===== config.mk =====
export PLATFORM = sky130hd
export DESIGN_NAME = sdram_disp_fetch
export DESIGN_NICKNAME = d
export VERILOG_FILES = /design/src/rtl/sdram_disp_fetch.sv
export SDC_FILE = /design/constraint.sdc
export NUM_CORES = 1
export LEC_CHECK = 0
export BUFFER_PORTS_ARGS = -buffer_cell sky130_fd_sc_hd__buf_2
export CAP_MARGIN = 20
export CORE_MARGIN = 2
export CORE_UTILIZATION = 40
export CTS_CLUSTER_DIAMETER = 150
export CTS_CLUSTER_SIZE = 40
export DETAILED_ROUTE_END_ITERATION = 7
export PLACE_DENSITY_LB_ADDON = 0.1
export SYNTH_ARGS = -nofsm -noshare
export SYNTH_HDL_FRONTEND = slang
export SYNTH_SLANG_ARGS = --single-unit

===== constraint.sdc =====
create_clock -name clk -period 2.34 [get_ports clk]
set_input_delay 0.468 -clock clk [delete_from_list [all_inputs] [get_ports clk]]
set_output_delay 0.468 -clock clk [all_outputs]
set_load 0.02 [all_outputs]

===== src/rtl/sdram_disp_fetch.sv =====
// Display read-out stage: streams the RGB565 frame buffer from the SDRAM arbiter read port
// into a small prefetch FIFO and hands one pixel per pix_req strobe to the TFT timing block.
module sdram_disp_fetch #(
  parameter logic [23:0] FB_BASE     = 24'h000000,
  parameter int unsigned FRAME_PIX   = 130560,
  parameter int unsigned FIFO_AW     = 4,
  parameter logic [15:0] UNDER_COLOR = 16'hF800
) (
  input  logic        clk,
  input  logic        rst_n,
  input  logic        en_i,
  input  logic        frame_start_i,
  input  logic        pix_req_i,
  output logic [15:0] pix_data_o,
  output logic        pix_valid_o,
  output logic        underrun_o,
  output logic        rd_req_o,
  output logic [23:0] rd_addr_o,
  input  logic        rd_done_i,
  input  logic [15:0] rd_data_i
);

  localparam int unsigned Depth = 2 ** FIFO_AW;
  localparam logic [23:0] LastAddr = FB_BASE + 24'(FRAME_PIX - 1);
  localparam logic [FIFO_AW-1:0] PtrOne = FIFO_AW'(1);
  localparam logic [FIFO_AW:0] LvlOne = (FIFO_AW + 1)'(1);

  typedef enum logic [0:0] {StIdle, StReq} state_e;

  state_e              state_q;
  logic                rd_req_q, discard_q;
  logic [23:0]         rd_addr_q, cur_addr_q, cur_addr_next;
  logic [15:0]         mem_q [Depth];
  logic [FIFO_AW-1:0]  wr_ptr_q, rd_ptr_q;
  logic [FIFO_AW:0]    level_q;
  logic [15:0]         pix_data_q;
  logic                pix_valid_q, underrun_q;
  logic                fifo_empty, fifo_full, done_ok, push, pop;

  always_comb begin
    fifo_empty    = (level_q == '0);
    fifo_full     = level_q[FIFO_AW];
    // A completing read whose frame was restarted underneath it is dropped.
    done_ok       = (state_q == StReq) && rd_done_i && !discard_q;
    push          = done_ok && !frame_start_i;
    pop           = pix_req_i && !fifo_empty;
    cur_addr_next = (cur_addr_q == LastAddr) ? FB_BASE : cur_addr_q + 24'd1;
  end

  always_ff @(posedge clk) begin
    if (push) mem_q[wr_ptr_q] <= rd_data_i;
  end

  always_ff @(posedge clk or negedge rst_n) begin
    if (!rst_n) begin
      state_q     <= StIdle;
      rd_req_q    <= 1'b0;
      rd_addr_q   <= FB_BASE;
      cur_addr_q  <= FB_BASE;
      discard_q   <= 1'b0;
      wr_ptr_q    <= '0;
      rd_ptr_q    <= '0;
      level_q     <= '0;
      pix_data_q  <= '0;
      pix_valid_q <= 1'b0;
      underrun_q  <= 1'b0;
    end else begin
      // Pixel side reads the pre-flush FIFO even in a frame_start cycle.
      pix_valid_q <= pix_req_i;
      if (pix_req_i) begin
        if (fifo_empty) begin
          pix_data_q <= UNDER_COLOR;
          underrun_q <= 1'b1;
        end else begin
          pix_data_q <= mem_q[rd_ptr_q];
        end
      end

      if (frame_start_i) begin
        wr_ptr_q <= '0;
        rd_ptr_q <= '0;
        level_q  <= '0;
      end else begin
        if (push) wr_ptr_q <= wr_ptr_q + PtrOne;
        if (pop)  rd_ptr_q <= rd_ptr_q + PtrOne;
        case ({push, pop})
          2'b10:   level_q <= level_q + LvlOne;
          2'b01:   level_q <= level_q - LvlOne;
          default: level_q <= level_q;
        endcase
      end

      if (frame_start_i) cur_addr_q <= FB_BASE;
      else if (done_ok)  cur_addr_q <= cur_addr_next;

      case (state_q)
        StIdle: begin
          if (en_i && !fifo_full && !frame_start_i) begin
            rd_req_q  <= 1'b1;
            rd_addr_q <= cur_addr_q;
            state_q   <= StReq;
          end
        end
        StReq: begin
          // The arbiter transaction cannot be aborted; a restart only marks it for discard.
          if (rd_done_i) begin
            rd_req_q  <= 1'b0;
            discard_q <= 1'b0;
            state_q   <= StIdle;
          end else if (frame_start_i) begin
            discard_q <= 1'b1;
          end
        end
        default: state_q <= StIdle;
      endcase
    end
  end

  assign pix_data_o  = pix_data_q;
  assign pix_valid_o = pix_valid_q;
  assign underrun_o  = underrun_q;
  assign rd_req_o    = rd_req_q;
  assign rd_addr_o   = rd_addr_q;

endmodule


==> run metrics <==
Die Wd around 190 µm; Required @ worst endpoint about 2700 ps; Max VDD drop 0.4682 mV; relative slew slack 0.5264; Critical path buffers and inverters 2; Initial Util 0.4082; mean number of vias per cell 5.512; Max Cap Viol 0; DR pass1 iterations 5; syn avg cell area 17.66 µm²; Synth Net Count slightly above 800; largest net degree at the start of global routing 65; first-pass GRT wire length 45840 µm; vias in the first global route between 7k and 8k; Placement Setup Slack -251.1 ps; Worst-Skew Late Latency 520 ps; GRT Residual Overflow 0; chip height about 190 µm; Critical Path Max Stage Delay roughly 610 ps; Area growth syn-to-layout 13.86%; Max Fanout on Critical Path 5; Worst Hold Class in -> reg; DR vias about 7.3k; Fin Hold WS 236.6 ps; final WL between 20000 and 30000 µm; CTS tree done; antenna violation net count after detailed routing 0; Fin. Hold Viols 0; CP max-delay cell or4_1; num ports 65; sequential-to-total area share from yosys stat 0.7080; asr flop ratio synth 0.2426; Clock Sinks 338; critical path, cell by cell buf_4, or4_1, o21ai_4, buf_4, a21oi_2, a31oi_1, or3b_1; Critical Path AT approximately 2800 ps; # setup viols final 1; crit-path most repeated cell buf_4; Setup Skew roughly 46 ps; setup ws final -18.32 ps; core area roughly 34000 µm²; kind of critical path reg -> reg; PortBufs 64; Tcrit/Tclk final 1.008; yosys warns 0; total CTS buffers 12; DP Wirelength roughly 18000 µm; # H-tree levels 1; Final Slew Violations 0; synthesized area ~14000 µm²; Main synth FF type edfxtp_1; delay-heaviest family, CP simple AND/OR/NAND/NOR gates; CTS Buffer Depth 3; clock root buffer clkbuf_16; Crit. End Element register; nets roughly 900; Worst setup SP type register; outcome finished with violations; gpl congestion ~0.82; die area 35890 µm²; filler cell count about 2.9k; Clock transition at path regs roughly 140 ps; failing checks setup timing; leakage power total 5.407 nW; Initial DRC Count 525; DR DRC count 0; RSZ-0062 raised after global routing true; Least-Margin Pin Slew just over 700 ps; EDFF count, synth about 260; WL per Instance around 22 µm; n_diodes 0; Peak Freq approximately 0.42 GHz; power per cell area about 800 nW/µm²; minimum clock period around 2400 ps; Distinct cells, synth 60; Post-Synthesis Cells just under 800; antenna violations before repair 0; share of layout cells above drive strength 1 0.3141; GRT Total Usage 0.1688; site row count 67; #FFs+latches synth roughly 340
-- registers in the layout, indices dropped and copies added (netlist names) --
| signal | count |
|---|---|
| discard_q | 1 |
| rd_req_o | 1 |
| underrun_o | 1 |
| wr_ptr_q | 4 |
| state_q | 1 |
| mem_q | 256 |
| pix_data_o | 16 |
| level_q | 5 |
| rd_ptr_q | 4 |
| rd_addr_o | 24 |
| pix_valid_o | 1 |
| cur_addr_q | 24 |
-- cells in the final DEF (no fill, tap or decap), types with 3 or more instances in the layout --
cell type    n
dfrtp_1     79
nand2_1     35
o21ai_0      5
and3_1       4
mux2_2      26
clkbuf_16   13
inv_1       12
nor2_2      16
o32ai_1      5
xnor2_1      5
nand3_1     12
nor2_1      30
o22a_1       5
buf_2       63
mux4_2      67
nand3b_1     4
clkbuf_1     5
nand4_1      7
a21oi_1     34
nor4_2       3
buf_12      21
buf_4       45
edfxtp_1   256
mux2i_1     16
nor2b_1     12
nand2b_1     4
ha_1         7
xor2_1       8
a22o_1      11
or3_1        6
nor3_1       7
a211oi_1    15
-- what timing repair did --
item	in CTS	in global routing
setup endpoints to repair	1	4
gates resized for setup	2	8
pin swaps	7	4
hold buffers	1	0
hold endpoints to repair	18	0
setup buffers	3	1
-- stage by stage --
| stage | TNS, ps | util | power, mW | instance area [µm²] | cells |
|---|---|---|---|---|---|
| final | -18.32 | 0.4648 | 12.86 | 15660 | 1333 |
| after global routing | -134.2 | 0.4648 | 13.47 | 15660 | 1333 |
| after CTS | -1.984 | 0.4628 | 12.88 | 15600 | 1332 |
| after detailed placement | -251.1 | 0.4505 | 10.01 | 15180 | 1308 |
| after global placement | -68.01 | 0.4505 | 9.940 | 15180 | 1308 |
| after floorplan | -2175 | - | 9.036 | 13770 | 779 |
-- worst register-to-register path, cell delays in order, from the launching register on --
cell and delay, ps:
dfrtp_1 440, buf_4 170, or4_1 610, o21ai_4 240, buf_4 200, a21oi_2 70, a31oi_1 160, or3b_1 370
-- logic make-up after synthesis --
group	count (synthesis)	share of synthesized area
xor gates and xnor gates	15	0.009550
adders and majority gates	8	0.007276
muxes	111	0.1464
and+or+nand+nor	158	0.06230
DFF	338	0.7080
AOI/OAI and AO/OA	93	0.04602
buffers and inverters	56	0.02046
-- metal layers --
layer  track usage  part of all wire  up-vias
met5             0                 0        -
met4       0.03965             0.022        0
met3       0.01854             0.036       47
met2        0.2919              0.50      178
met1        0.2306              0.44     3871
li1              -                 -     3252
-- report_power, final --
group	total (mW)	leakage, nW	switching [mW]	internal [mW]
Clock	2.81	0.176	1.75	1.07
Combinational	3.17	1.84	1.59	1.58
Sequential	6.87	3.39	0.183	6.68
Total	12.9	5.41	3.52	9.33
-- worst paths after layout --
check | start | end | slack, ps | depth (start not counted)
worst min-delay path | rd_done_i | discard_q$_DFFE_PN0P_ | 240 | 3
min in group asynchronous | rst_n | state_q$_DFF_PN0_ | 370 | 2
worst max register to register | level_q[1]$_DFFE_PN0P_ | level_q[4]$_DFFE_PN0P_ | -20 | 7
worst max-delay path | level_q[1]$_DFFE_PN0P_ | level_q[4]$_DFFE_PN0P_ | -20 | 7
worst min register to register | underrun_o$_DFFE_PN0P_ | underrun_o$_DFFE_PN0P_ | 490 | 1
max in group asynchronous | rst_n | rd_ptr_q[1]$_DFFE_PN0P_ | 1300 | 3
-- synthesized netlist by cell type (4+ instances only) --
| cell type | number | share of area |
|---|---|---|
| nand3_1 | 12 | 0.0044 |
| nand4_1 | 7 | 0.0032 |
| o22a_1 | 5 | 0.0032 |
| xor2_1 | 9 | 0.0057 |
| dfrtp_1 | 82 | 0.15 |
| nand2b_1 | 4 | 0.0018 |
| a22o_1 | 11 | 0.0070 |
| a21oi_1 | 35 | 0.013 |
| nor3_1 | 7 | 0.0025 |
| edfxtp_1 | 256 | 0.56 |
| or3_1 | 6 | 0.0027 |
| mux2i_1 | 16 | 0.012 |
| clkbuf_1 | 25 | 0.0068 |
| buf_2 | 10 | 0.0036 |
| ha_1 | 8 | 0.0073 |
| o21ai_0 | 5 | 0.0018 |
| mux2_2 | 26 | 0.021 |
| mux4_2 | 67 | 0.11 |
| nor2b_1 | 12 | 0.0055 |
| o32ai_1 | 5 | 0.0032 |
| nor4_2 | 4 | 0.0036 |
| nor2_1 | 46 | 0.013 |
| nand2_1 | 35 | 0.0096 |
| a211oi_1 | 15 | 0.0082 |
| xnor2_1 | 6 | 0.0038 |
| and3_1 | 4 | 0.0018 |
| inv_1 | 12 | 0.0033 |
| nand3b_1 | 4 | 0.0022 |
-- layout make-up --
| type | count | area [µm²] | share of cell area |
|---|---|---|---|
| Clock buffer | 18 | 344.1 | 0.02197 |
| Clock inverter | 2 | 25.02 | 0.001598 |
| Inverter | 12 | 45.04 | 0.002876 |
| Multi-Input combinational cell | 385 | 3860 | 0.2464 |
| Sequential cell | 338 | 9746 | 0.6222 |
| Tap cell | 448 | 560.5 | 0.03579 |
| Timing Repair Buffer | 130 | 1084 | 0.06917 |
Note: power is estimated with default switching activity, not from simulation.
